File: src/rtl/dco_param.sv
// dco_param: parametrised counter-based digitally controlled oscillator.
//
// Converts a sign-magnitude loop-filter word into a half-period threshold. The
// counter runs from 0 to the latched threshold, and dco_clk toggles when the
// count reaches that threshold. Each half-period therefore lasts thr_q+1 enabled
// cycles. A new threshold is latched only at a toggle, so a change on the inputs
// mid-half-period never produces a short or glitched half cycle.
//
// Optional feature macro: DCO_DITHER_EN
//   When it is defined, an FW-bit fractional accumulator adds frac at every toggle.
//   On carry-out, the loaded threshold is stretched by one cycle (saturating at
//   2^W-1), so the average half-period is thr_next+1+frac/2^FW cycles.
//   When it is undefined, i_frac is ignored and thr_q loads thr_next exactly.
//
// Ports:
//   i_clk          system clock
//   i_reset        synchronous active-high reset (wins over i_en)
//   i_en           1 = run, 0 = freeze counter, dco_clk and all state
//   i_ctrl_sign    0 = ctrl positive (faster), 1 = ctrl negative (slower)
//   i_ctrl         [CW] control magnitude
//   i_kdco         [KW] DCO gain
//   i_thresh_val   [W]  nominal half-period threshold
//   i_dco_offset   [W]  threshold offset
//   i_frac         [FW] dither fraction (dither build only)
//   o_dco_clk      DCO output clock
//   o_dco_edge     high for the first cycle o_dco_clk reads 1
//   o_thr_q        [W]  threshold currently in use
//   o_sat_hi       last threshold load clamped high
//   o_sat_lo       last threshold load clamped low
module dco_param #(
  parameter int W     = 8,
  parameter int CW    = 5,
  parameter int KW    = 5,
  parameter int SHIFT = 1,
  parameter int FW    = 4
) (
  input  logic          i_clk,
  input  logic          i_reset,
  input  logic          i_en,
  input  logic          i_ctrl_sign,
  input  logic [CW-1:0] i_ctrl,
  input  logic [KW-1:0] i_kdco,
  input  logic [W-1:0]  i_thresh_val,
  input  logic [W-1:0]  i_dco_offset,
  input  logic [FW-1:0] i_frac,
  output logic          o_dco_clk,
  output logic          o_dco_edge,
  output logic [W-1:0]  o_thr_q,
  output logic          o_sat_hi,
  output logic          o_sat_lo
);

  localparam int PW = CW + KW;
  localparam int SW = W + CW + KW + 2;
  localparam logic signed [SW-1:0] THR_MAX = $signed(SW'({W{1'b1}}));

  // Load word layout: {sat_hi, sat_lo, threshold[W-1:0]}.
  function automatic logic [W+1:0] sat_thr(input logic signed [SW-1:0] s);
    if (s < 0)
      return {1'b0, 1'b1, {W{1'b0}}};
    else if (s > THR_MAX)
      return {1'b1, 1'b0, {W{1'b1}}};
    else
      return {2'b00, s[W-1:0]};
  endfunction

  // Stretch a load by one cycle on dither carry; an already-full threshold stays
  // at 2^W-1 and reports the clamp through sat_hi.
  function automatic logic [W+1:0] dither_bump(input logic [W+1:0] t,
                                               input logic carry);
    if (!carry)
      return t;
    else if (&t[W-1:0])
      return {1'b1, t[W], t[W-1:0]};
    else
      return {t[W+1:W], t[W-1:0] + W'(1)};
  endfunction

  logic [PW-1:0]          w_prod;
  logic [PW-1:0]          w_phase;
  logic signed [SW-1:0]   w_base;
  logic signed [SW-1:0]   w_ph;
  logic signed [SW-1:0]   w_sum;
  logic [W+1:0]           w_clamp;
  logic [W+1:0]           w_load;
  logic                   w_toggle;

  logic [W-1:0]           r_cnt;
  logic [W-1:0]           r_thr;
  logic                   r_dco_clk;
  logic                   r_edge;
  logic                   r_sat_hi;
  logic                   r_sat_lo;

  // Wide signed sum so that neither underflow nor overflow wraps before clamping.
  assign w_prod   = PW'(i_ctrl) * PW'(i_kdco);
  assign w_phase  = w_prod >> SHIFT;
  assign w_base   = $signed(SW'(i_thresh_val)) + $signed(SW'(i_dco_offset));
  assign w_ph     = $signed(SW'(w_phase));
  assign w_sum    = i_ctrl_sign ? (w_base + w_ph) : (w_base - w_ph);
  assign w_clamp  = sat_thr(w_sum);
  assign w_toggle = (r_cnt >= r_thr);

`ifdef DCO_DITHER_EN
  logic [FW-1:0] r_acc;
  logic [FW:0]   w_acc_sum;

  assign w_acc_sum = {1'b0, r_acc} + {1'b0, i_frac};
  assign w_load    = dither_bump(w_clamp, w_acc_sum[FW]);

  always_ff @(posedge i_clk) begin
    if (i_reset)
      r_acc <= '0;
    else if (i_en && w_toggle)
      r_acc <= w_acc_sum[FW-1:0];
  end
`else
  logic w_frac_unused;

  assign w_frac_unused = ^i_frac;
  assign w_load        = dither_bump(w_clamp, 1'b0);
`endif

  always_ff @(posedge i_clk) begin
    if (i_reset) begin
      r_cnt     <= '0;
      r_thr     <= '0;
      r_dco_clk <= 1'b0;
      r_edge    <= 1'b0;
      r_sat_hi  <= 1'b0;
      r_sat_lo  <= 1'b0;
    end else if (i_en) begin
      if (w_toggle) begin
        r_cnt     <= '0;
        r_dco_clk <= ~r_dco_clk;
        // Strobe only on the 0 -> 1 toggle.
        r_edge    <= ~r_dco_clk;
        r_thr     <= w_load[W-1:0];
        r_sat_lo  <= w_load[W];
        r_sat_hi  <= w_load[W+1];
      end else begin
        // r_cnt < r_thr here, so the increment cannot pass 2^W-1.
        r_cnt     <= r_cnt + W'(1);
        r_edge    <= 1'b0;
      end
    end else begin
      r_edge <= 1'b0;
    end
  end

  assign o_dco_clk  = r_dco_clk;
  assign o_dco_edge = r_edge;
  assign o_thr_q    = r_thr;
  assign o_sat_hi   = r_sat_hi;
  assign o_sat_lo   = r_sat_lo;

endmodule
File: config.mk
export PLATFORM = sky130hd
export DESIGN_NAME = dco_param
export DESIGN_NICKNAME = d
export VERILOG_FILES = /design/src/rtl/dco_param.sv
export SDC_FILE = /design/constraint.sdc
export NUM_CORES = 1
export LEC_CHECK = 0
export CAP_MARGIN = 40
export CORE_MARGIN = 2
export CORE_UTILIZATION = 53
export DETAILED_ROUTE_END_ITERATION = 10
export GPL_ROUTABILITY_DRIVEN = 0
export HOLD_SLACK_MARGIN = 0.06
export PLACE_DENSITY_LB_ADDON = 0.15
export SLEW_MARGIN = 20
export SYNTH_ARGS = -nofsm -noshare
export SYNTH_HDL_FRONTEND = slang
export SYNTH_SLANG_ARGS = --single-unit
File: constraint.sdc
create_clock -name i_clk -period 8.15 [get_ports i_clk]
set_clock_uncertainty 0.2 [all_clocks]
set_input_delay 2.0375 -clock i_clk [delete_from_list [all_inputs] [get_ports i_clk]]
set_output_delay 2.0375 -clock i_clk [all_outputs]
set_load 0.01 [all_outputs]
==> results of run 1 <==
## kinds of logic (layout without fill, tap and decap cells)
family,after synthesis,after routing,share of synthesized area (%)
simple gates,99,99,18.7
mux,3,3,1.06
xor+xnor,25,25,7.76
flops,20,20,14.2
fa+ha+maj,65,65,32.0
buf+inv,48,85,7.14
compound gates,76,76,19.1
## worst max-delay path: stages
cell and delay (ns):
clkdlybuf4s50_1 0.54, nand2_1 0.10, fa_1 0.51, fa_1 0.52, fa_1 0.54, inv_1 0.04
ha_1 0.32, a21oi_1 0.22, nor2b_1 0.07, o21a_1 0.19, nor2_1 0.18, xnor2_1 0.16
ha_1 0.32, a21oi_1 0.32, o211ai_1 0.20, and4_1 0.23, a211o_2 0.39, a22oi_1 0.27
o22ai_1 0.10
## routing by layer
layer | up-vias | wire length (um) | track usage, % | part of all wire, %
li1 | 1239 | - | - | -
met1 | 1120 | 2560 | 24.9 | 46
met2 | 46 | 2850 | 36.2 | 51
met3 | 4 | 141 | 0.941 | 2.5
met4 | 0 | 50 | 5.00 | 0.89
met5 | - | 0 | 0 | 0
## power by group
part | total [mW] | switching (mW) | internal [mW]
sequential | 0.135 | 0.0153 | 0.120
clock | 0.0609 | 0.0282 | 0.0328
combinational | 0.557 | 0.302 | 0.255
total | 0.753 | 0.345 | 0.408
## flip-flops by register name (all words and copies together) (netlist names)
register	cells
o_thr_q	8
r_cnt	8
o_dco_clk	1
o_dco_edge	1
o_sat_hi	1
o_sat_lo	1
## cells in the mapped netlist (2+ instances only)
library cell   n
a211oi_1       3
a21o_1         5
a21oi_1       21
a22oi_1        2
a31oi_1        2
and2_1        15
and3_1         5
buf_2          5
buf_6          2
dfxtp_1       20
fa_1          12
ha_1          53
inv_1         40
mux2i_1        3
nand2_1       23
nand2b_1       4
nand4_1        4
nor2_1        22
nor2b_1        7
nor3_1         4
nor3b_1        3
o211a_1        2
o211ai_1       4
o21a_1         4
o21ai_0        9
o21bai_1       2
o22ai_1        7
o2bb2ai_1      2
o41a_1         2
or3_1          4
or4_1          2
xnor2_1       13
xor2_1        12
## how the worst max path moves through the flow
stage                          from         end  slack [ns]  cells after the start
after detailed placement  i_kdco[4]  o_thr_q[5]        0.58                     19
final                     i_kdco[4]  o_thr_q[6]        0.81                     19
after CTS                 i_kdco[4]  o_thr_q[5]        0.84                     19
after floorplan           i_ctrl[0]  o_thr_q[5]        1.57                     19
after global routing      i_kdco[4]  o_thr_q[7]        0.53                     19
after global placement    i_kdco[4]  o_thr_q[7]        0.70                     19
## final cells by class
class	instances	area [um^2]	share of cell area (%)
Clock buffer	3	41.3	1.24
Inverter	40	150	4.52
Multi-Input combinational cell	268	2220	66.9
Sequential cell	20	400	12.1
Tap cell	70	87.6	2.64
Timing Repair Buffer	42	418	12.6
## per-stage QoR
stage / instance area (um^2) / hold WS [ns] / setup WS (ns)
2_1_floorplan: 2820 / 0.283 / 1.57
3_3_place_gp: 3270 / 0.255 / 0.697
3_5_place_dp: 3270 / 0.269 / 0.581
4_1_cts: 3310 / 0.286 / 0.839
5_1_grt: 3320 / 0.305 / 0.530
6_report: 3320 / 0.279 / 0.807
==> impl_metrics.env, run 1 <==
export IMPL_rsz0062_at_grt="false"
export IMPL_dp_hpwl_mm=4.75
export IMPL_async_reset_ff_share_pct=0
export IMPL_grt_pass1_wl_mm=9.92
export IMPL_first_pass_iters=4
export IMPL_worstSetupPathType="in -> reg"
export IMPL_core_area_um2=5140
export IMPL_cts_resized=0
export IMPL_grtUsageTotal_pct=19.6
export IMPL_irDropWorstVdd_v=0.0000989
export IMPL_nNetsFinal=474
export IMPL_syn_avg_cell_area_um2=8.40
export IMPL_floorplan_initialDensity_pct=54.9
export IMPL_row_count=26
export IMPL_worst_slew_pin_slew_ns=0.782
export IMPL_cts_max_path_buffers=2
export IMPL_final_common_cell="ha_1"
export IMPL_setup_tns_ns=0
export IMPL_drv_slew=0
export IMPL_ff2ff_path_depth=9
export IMPL_n_fill_cell=492
export IMPL_hold_viol=0
export IMPL_p_leak_nw=1.53
export IMPL_relSlewSlack_pct=47.7
export IMPL_hold_path_class="reg -> reg"
export IMPL_r2r_end="o_thr_q[6]"
export IMPL_grt_max_degree=22
export IMPL_final_util_pct=64.6
export IMPL_drv_cap=0
export IMPL_cts_hold_buf=0
export IMPL_grt_antenna_before_repair=0
export IMPL_synth_area_leader_cell="ha_1"
export IMPL_grt_pass1_vias=2326
export IMPL_hold_depth=1
export IMPL_vias_per_cell=5.44
export IMPL_chipHeight_um=77.0
export IMPL_setup_viol=0
export IMPL_timing_rr_start="r_cnt[0]"
export IMPL_critPathCaptureType="flop"
export IMPL_dieArea_um2=5930
export IMPL_final_cell_mix="53 x ha_1, 41 x clkdlybuf4s50_1, 40 x inv_1, 23 x nand2_1, 22 x nor2_1"
export IMPL_num_antenna_cells=0
export IMPL_critPathLaunchType="primary input"
export IMPL_num_vias=2409
export IMPL_fmax_mhz=136
export IMPL_cts_setup_buffers=0
export IMPL_cp_max_fo=9
export IMPL_cts_sinks=20
export IMPL_synth_edf_count=0
export IMPL_status="complete, no violations"
export IMPL_root_buffer="clkbuf_8"
export IMPL_cts_buffers=3
export IMPL_synthCells=336
export IMPL_whs_endpoint="o_dco_edge"
export IMPL_htreeDepth=1
export IMPL_routed_wl_mm=5.60
export IMPL_synth_top_area_share_pct=23.5
export IMPL_insertion_delay_ns=0.25
export IMPL_ios=46
export IMPL_drtIter0Drc=60
export IMPL_cellPowerDensity_nw_per_um2=227
export IMPL_ys_ff_latch=20
export IMPL_syn_area_um2=2820
export IMPL_dpl_cell_count=439
export IMPL_drive_gt1_share_pct=3.22
export IMPL_finalNonFillerCells=443
export IMPL_cts_tree="yes"
export IMPL_ant_nets=0
export IMPL_synth_area_leaders="ha_1 23%, dfxtp_1 14%, fa_1 8.5%"
export IMPL_hold_path_startpoint="o_dco_clk"
export IMPL_overflow=0
export IMPL_ys_flop_type="dfxtp_1"
export IMPL_die_w_um=77.0
export IMPL_cts_reportedPaths_clkPinSlew_ns=0.06
export IMPL_syn_to_final_growth_pct=17.6
export IMPL_yosysUniqueCellTypes=51
export IMPL_total_power_mw=0.753
export IMPL_crit_required_ns=8.07
export IMPL_drc_errors=0
export IMPL_wl_per_cell_um=12.6
export IMPL_fin_crit_sh_pct=90.1
export IMPL_syn_num_nets=435
export IMPL_finalCriticalPeriod_ns=7.34
export IMPL_yosysWarnings=0
export IMPL_worstPathArrival_ns=7.26
export IMPL_r2r_setup_slack_ns=5.56
export IMPL_ys_seq_area_share_pct=14.2
export IMPL_port_buffers=41
No activity file was read; power rests on OpenSTA's default activity.
==> inputs of run 2 (changes only) <==
--- a/config.mk
+++ b/config.mk
@@ -8,6 +8,7 @@
 export CAP_MARGIN = 40
 export CORE_MARGIN = 2
 export CORE_UTILIZATION = 53
+export CTS_CLUSTER_SIZE = 8
 export DETAILED_ROUTE_END_ITERATION = 10
 export GPL_ROUTABILITY_DRIVEN = 0
 export HOLD_SLACK_MARGIN = 0.06
==> constraint.sdc (replaced) <==
create_clock -name i_clk -period 7.8 [get_ports i_clk]
set_clock_uncertainty 0.2 [all_clocks]
set_input_delay 1.95 -clock i_clk [delete_from_list [all_inputs] [get_ports i_clk]]
set_output_delay 1.95 -clock i_clk [all_outputs]
set_load 0.01 [all_outputs]
==> run 2 against run 1 <==
  * Largest cell class unchanged
  * Routed wire length grew 0.38%
  * Flip-flop and latch count unchanged
  * Hold slack lost 0.0013 ns
==> impl_metrics.env, run 2 (same netlist as run 1, synthesis figures left out) <==
export IMPL_vias_per_cell=5.53
export IMPL_port_buffers=41
export IMPL_cts_reportedPaths_clkPinSlew_ns=0.07
export IMPL_ff2ff_path_depth=8
export IMPL_fmax_mhz=138
export IMPL_finalNonFillerCells=443
export IMPL_status="complete, no violations"
export IMPL_cts_hold_buf=0
export IMPL_drtIter0Drc=59
export IMPL_cts_tree="yes"
export IMPL_row_count=26
export IMPL_dpl_cell_count=439
export IMPL_cts_sinks=20
export IMPL_worstSetupPathType="in -> reg"
export IMPL_cts_buffers=3
export IMPL_insertion_delay_ns=0.25
export IMPL_worst_slew_pin_slew_ns=0.809
export IMPL_core_area_um2=5140
export IMPL_hold_viol=0
export IMPL_drive_gt1_share_pct=3.22
export IMPL_final_cell_mix="53 x ha_1, 41 x clkdlybuf4s50_1, 40 x inv_1, 23 x nand2_1, 22 x nor2_1"
export IMPL_grt_pass1_wl_mm=10.2
export IMPL_setup_tns_ns=0
export IMPL_num_vias=2452
export IMPL_n_fill_cell=467
export IMPL_worstPathArrival_ns=7.19
export IMPL_drv_slew=0
export IMPL_fin_crit_sh_pct=93.2
export IMPL_overflow=0
export IMPL_chipHeight_um=77.0
export IMPL_relSlewSlack_pct=45.9
export IMPL_rsz0062_at_grt="false"
export IMPL_root_buffer="clkbuf_8"
export IMPL_hold_path_class="reg -> reg"
export IMPL_wl_per_cell_um=12.7
export IMPL_p_leak_nw=1.53
export IMPL_floorplan_initialDensity_pct=54.9
export IMPL_setup_viol=0
export IMPL_routed_wl_mm=5.62
export IMPL_critPathLaunchType="primary input"
export IMPL_nNetsFinal=474
export IMPL_htreeDepth=1
export IMPL_ios=46
export IMPL_die_w_um=77.0
export IMPL_cellPowerDensity_nw_per_um2=237
export IMPL_total_power_mw=0.788
export IMPL_grt_antenna_before_repair=0
export IMPL_num_antenna_cells=0
export IMPL_pre_cts_ws_ns=0.339
export IMPL_crit_required_ns=7.72
export IMPL_hold_depth=1
export IMPL_finalCriticalPeriod_ns=7.27
export IMPL_dieArea_um2=5930
export IMPL_drv_cap=0
export IMPL_cts_setup_buffers=0
export IMPL_grtUsageTotal_pct=20.1
export IMPL_grt_pass1_vias=2400
export IMPL_grt_max_degree=22
export IMPL_ant_nets=0
export IMPL_dp_hpwl_mm=4.75
export IMPL_irDropWorstVdd_v=0.000111
export IMPL_critPathCaptureType="flop"
export IMPL_cts_max_path_buffers=2
export IMPL_final_common_cell="ha_1"
export IMPL_setup_ws_ns=0.529
export IMPL_first_pass_iters=4
export IMPL_cp_max_fo=9
export IMPL_cts_resized=0
export IMPL_syn_to_final_growth_pct=17.6
export IMPL_drc_errors=0
## run 2: cell counts in the layout (fill, tap and decap cells not counted)
No cell type changed its count.
## run 2: cell type report
class	instances	area [um^2]	share of cell area (%)
Tap cell	70	87.6	2.64
Clock buffer	3	41.3	1.24
Timing Repair Buffer	42	418	12.6
Multi-Input combinational cell	268	2220	66.9
Inverter	40	150	4.52
Sequential cell	20	400	12.1
## run 2: stage by stage
step	area [um^2]	utilization [%]	hold WS [ns]
after detailed placement	3270	63.6	0.264
after global routing	3320	64.6	0.299
final	3320	64.6	0.278
after CTS	3310	64.4	0.280
after global placement	3270	63.6	0.255
after floorplan	2820	-	0.283
## run 2: power by group
group | switching, mW | total, mW | internal [mW] | leakage (nW)
Clock | 0.0309 | 0.0652 | 0.0343 | 0.0216
Sequential | 0.0158 | 0.141 | 0.125 | 0.163
Combinational | 0.315 | 0.581 | 0.266 | 1.35
Total | 0.362 | 0.788 | 0.426 | 1.53
## run 2: path summary, 6_finish.rpt
path,start,endpoint,slack (ns)
setup / recovery,i_kdco[4],o_thr_q[6],0.53
setup reg to reg,r_cnt[0],o_sat_hi,5.36
hold / removal,o_sat_hi,o_sat_hi,0.28
hold reg to reg,o_sat_hi,o_sat_hi,0.28
## run 2: metal layers
| metal | track usage [%] | part of all wire [%] | wire length, um | up-vias |
|---|---|---|---|---|
| met3 | 0.941 | 3.4 | 189 | 8 |
| met2 | 37.3 | 51 | 2890 | 64 |
| met1 | 25.7 | 44 | 2470 | 1142 |
| met5 | 0 | 0 | 0 | - |
| met4 | 4.64 | 1.2 | 69 | 0 |
| li1 | - | - | - | 1238 |
## run 2: critical path, stage by stage
cell	delay [ns]
clkdlybuf4s50_1	0.55
nand2_1	0.10
fa_1	0.51
fa_1	0.52
fa_1	0.54
inv_1	0.04
ha_1	0.32
a21oi_1	0.22
nor2b_1	0.08
o21a_1	0.19
nor2_1	0.18
xnor2_1	0.16
ha_1	0.33
a21oi_1	0.34
o211ai_1	0.20
and4_1	0.23
a211o_2	0.39
a22oi_1	0.27
o22ai_1	0.10
==> inputs of run 3 (changes only) <==
--- a/config.mk
+++ b/config.mk
@@ -5,7 +5,7 @@
 export SDC_FILE = /design/constraint.sdc
 export NUM_CORES = 1
 export LEC_CHECK = 0
-export CAP_MARGIN = 40
+export ABC_AREA = 1
 export CORE_MARGIN = 2
 export CORE_UTILIZATION = 53
 export CTS_CLUSTER_SIZE = 8
==> run 3 against run 2 <==
  * Flip-flop and latch count did not move
  * Clock power grew 55%
  * Area after synthesis rose by 3.2%
  * Sequential share of layout area decreased by 0.52 points
  * Core utilization rose by 2.1 points
  * Fmax is 6.3% higher
  * Critical path depth is 6 higher
  * Hold slack got worse by 0.0086 ns
  * Count of clock-buffer cells in the layout did not move
  * Global-route usage fell by 0.19 points
  * Cell area up 4.5%
==> impl_metrics.env, run 3 <==
export IMPL_status="complete, no violations"
export IMPL_worstSetupPathType="in -> reg"
export IMPL_yosysUniqueCellTypes=31
export IMPL_r2r_setup_slack_ns=5.67
export IMPL_ys_flop_type="dfxtp_1"
export IMPL_setup_tns_ns=0
export IMPL_clkPwrFrac_pct=11.6
export IMPL_synth_top_area_share_pct=22.8
export IMPL_seqCellArea_um2=400
export IMPL_synth_area_leader_cell="ha_1"
export IMPL_fin_crit_sh_pct=87.7
export IMPL_cpMaxStageDelayCell="clkdlybuf4s50_1"
export IMPL_swShare_pct=48.6
export IMPL_rsz0062_at_grt="false"
export IMPL_cts_tree="yes"
export IMPL_wl_per_cell_um=10.5
export IMPL_routed_wl_mm=5.74
export IMPL_finalCriticalPeriod_ns=6.84
export IMPL_floorplan_initialDensity_pct=56.0
export IMPL_dp_hpwl_mm=5.01
export IMPL_chipHeight_um=78.2
export IMPL_final_cell_mix="126 x nand2_1, 84 x inv_1, 53 x ha_1, 41 x clkdlybuf4s50_1, 27 x a21oi_1"
export IMPL_num_antenna_cells=0
export IMPL_cpPeakStageDelay_ns=0.55
export IMPL_cts_buffers=3
export IMPL_drc_errors=0
export IMPL_hold_ws_ns=0.269
export IMPL_grt_max_degree=16
export IMPL_core_area_um2=5200
export IMPL_setup_ws_ns=0.958
export IMPL_cts_max_path_buffers=2
export IMPL_worstPathArrival_ns=6.79
export IMPL_drive_gt1_share_pct=4.41
export IMPL_worst_slew_pin_slew_ns=0.521
export IMPL_root_buffer="clkbuf_8"
export IMPL_dieArea_um2=6110
export IMPL_path_buf_inv=4
export IMPL_n_fill_cell=481
export IMPL_cp_max_fo=7
export IMPL_post_dp_cell_area_um2=3400
export IMPL_relSlewSlack_pct=65.2
export IMPL_drv_slew=0
export IMPL_cellPowerDensity_nw_per_um2=251
export IMPL_drv_cap=0
export IMPL_cts_reportedPaths_clkPinSlew_ns=0.07
export IMPL_pre_cts_ws_ns=0.724
export IMPL_fmax_mhz=146
export IMPL_port_buffers=41
export IMPL_irDropWorstVdd_v=0.000150
export IMPL_synth_common_cells="126 x nand2_1, 84 x inv_1, 53 x ha_1"
export IMPL_num_vias=2694
export IMPL_drtIter0Drc=156
export IMPL_synthCells=433
export IMPL_ys_ff_latch=20
export IMPL_async_reset_ff_share_pct=0
export IMPL_grt_antenna_before_repair=0
export IMPL_ant_nets=0
export IMPL_nNetsFinal=576
export IMPL_p_leak_nw=1.95
export IMPL_ys_seq_area_share_pct=13.7
export IMPL_hold_path_class="reg -> reg"
export IMPL_row_count=26
export IMPL_crit_path_frequent_cell="nand2_1"
export IMPL_grt_pass1_wl_mm=10.2
export IMPL_hold_viol=0
export IMPL_synth_area_leaders="ha_1 23%, nand2_1 16%, dfxtp_1 14%"
export IMPL_insertion_delay_ns=0.26
export IMPL_p_int_mw=0.448
export IMPL_grtUsageTotal_pct=20.0
export IMPL_syn_avg_cell_area_um2=6.73
export IMPL_fin_area_um2=3470
export IMPL_die_w_um=78.2
export IMPL_cts_resized=0
export IMPL_cts_sinks=20
export IMPL_final_util_pct=66.6
export IMPL_yosysWarnings=0
export IMPL_setup_viol=0
export IMPL_crit_required_ns=7.75
export IMPL_synth_edf_count=0
export IMPL_ios=46
export IMPL_syn_area_um2=2910
export IMPL_final_common_cell="nand2_1"
export IMPL_syn_num_nets=532
export IMPL_power_frac_seq_pct=16.7
export IMPL_vias_per_cell=4.93
export IMPL_critPathLaunchType="primary input"
export IMPL_syn_to_final_growth_pct=19.0
export IMPL_cts_hold_buf=0
export IMPL_grt_pass1_vias=2447
export IMPL_pwr_share_comb_pct=71.7
export IMPL_p_sw_mw=0.424
export IMPL_cts_setup_buffers=0
export IMPL_first_pass_iters=4
export IMPL_synth_most_common_cell="nand2_1"
export IMPL_critPathCaptureType="flop"
export IMPL_htreeDepth=1
export IMPL_multi_input_area_um2=2160
export IMPL_cp_top_family="adder cells"
export IMPL_overflow=0
[run 3: changes by cell type in the layout (fill, tap and decap cells not counted), moves of 4 or more]
cell      change
nor3_1        -4
nor2b_1       -7
nand2_1     +103
and2_1       -15
a21oi_1       +6
inv_2         +6
and3_1        -5
nand2b_1      -4
o22ai_1       -7
inv_1        +44
xnor2_1       -6
nand3_1      +14
or3_1         -4
[run 3: final timing paths]
kind              depth (start not counted)        from         end
setup / recovery                         25   i_kdco[4]  o_thr_q[4]
hold / removal                            2    o_sat_hi    o_sat_hi
setup reg to reg                         11  o_thr_q[1]   o_dco_clk
hold reg to reg                           2    o_sat_hi    o_sat_hi
[run 3: metrics by stage]
| step | power (mW) | std cells |
|---|---|---|
| 3_3_place_gp | 0.756 | 542 |
| 6_report | 0.871 | 546 |
| 2_1_floorplan | 0.612 | 433 |
| 4_1_cts | 0.876 | 546 |
| 3_5_place_dp | 0.770 | 542 |
| 5_1_grt | 0.973 | 546 |
[run 3: layout make-up]
type	count	share of cell area [%]
multi-input cells	321	62.3
flip-flops and latches	20	11.5
inverters	90	9.74
repair buffers	41	11.8
clock inverters	1	0.866
well taps	70	2.53
clock buffers	3	1.19
[run 3: kinds of logic (layout without fill, tap and decap cells)]
family / Yosys count / count (layout) / synth area share, %
and+or+nand+nor: 180 / 180 / 25.9
buffers and inverters: 92 / 135 / 12.1
adders and majority gates: 65 / 65 / 31.0
AOI/OAI and AO/OA: 54 / 54 / 10.6
xor gates and xnor gates: 22 / 22 / 6.61
DFF: 20 / 20 / 13.7
[run 3: metal layers]
metal  GRT usage [%]  share of wire (%)  vias up
met4            4.21                1.3        0
met5               0                  0        -
li1                -                  -     1435
met2            36.3                 50       52
met3           0.690                3.3        6
met1            26.4                 46     1201
[run 3: tightest hold or removal path: stages, from the launching register on]
cell	delay, ns
dfxtp_1	0.32
nand2_1	0.07
nand2_1	0.04
[run 3: power by group through the flow]
| stage | clock [mW] | sequential, mW | combinational [mW] |
|---|---|---|---|
| after floorplan | 0 | 0.154 | 0.458 |
| after global placement | 0 | 0.147 | 0.609 |
| after detailed placement | 0 | 0.148 | 0.622 |
| after CTS | 0.104 | 0.146 | 0.626 |
| after global routing | 0.107 | 0.149 | 0.717 |
| final | 0.101 | 0.145 | 0.625 |
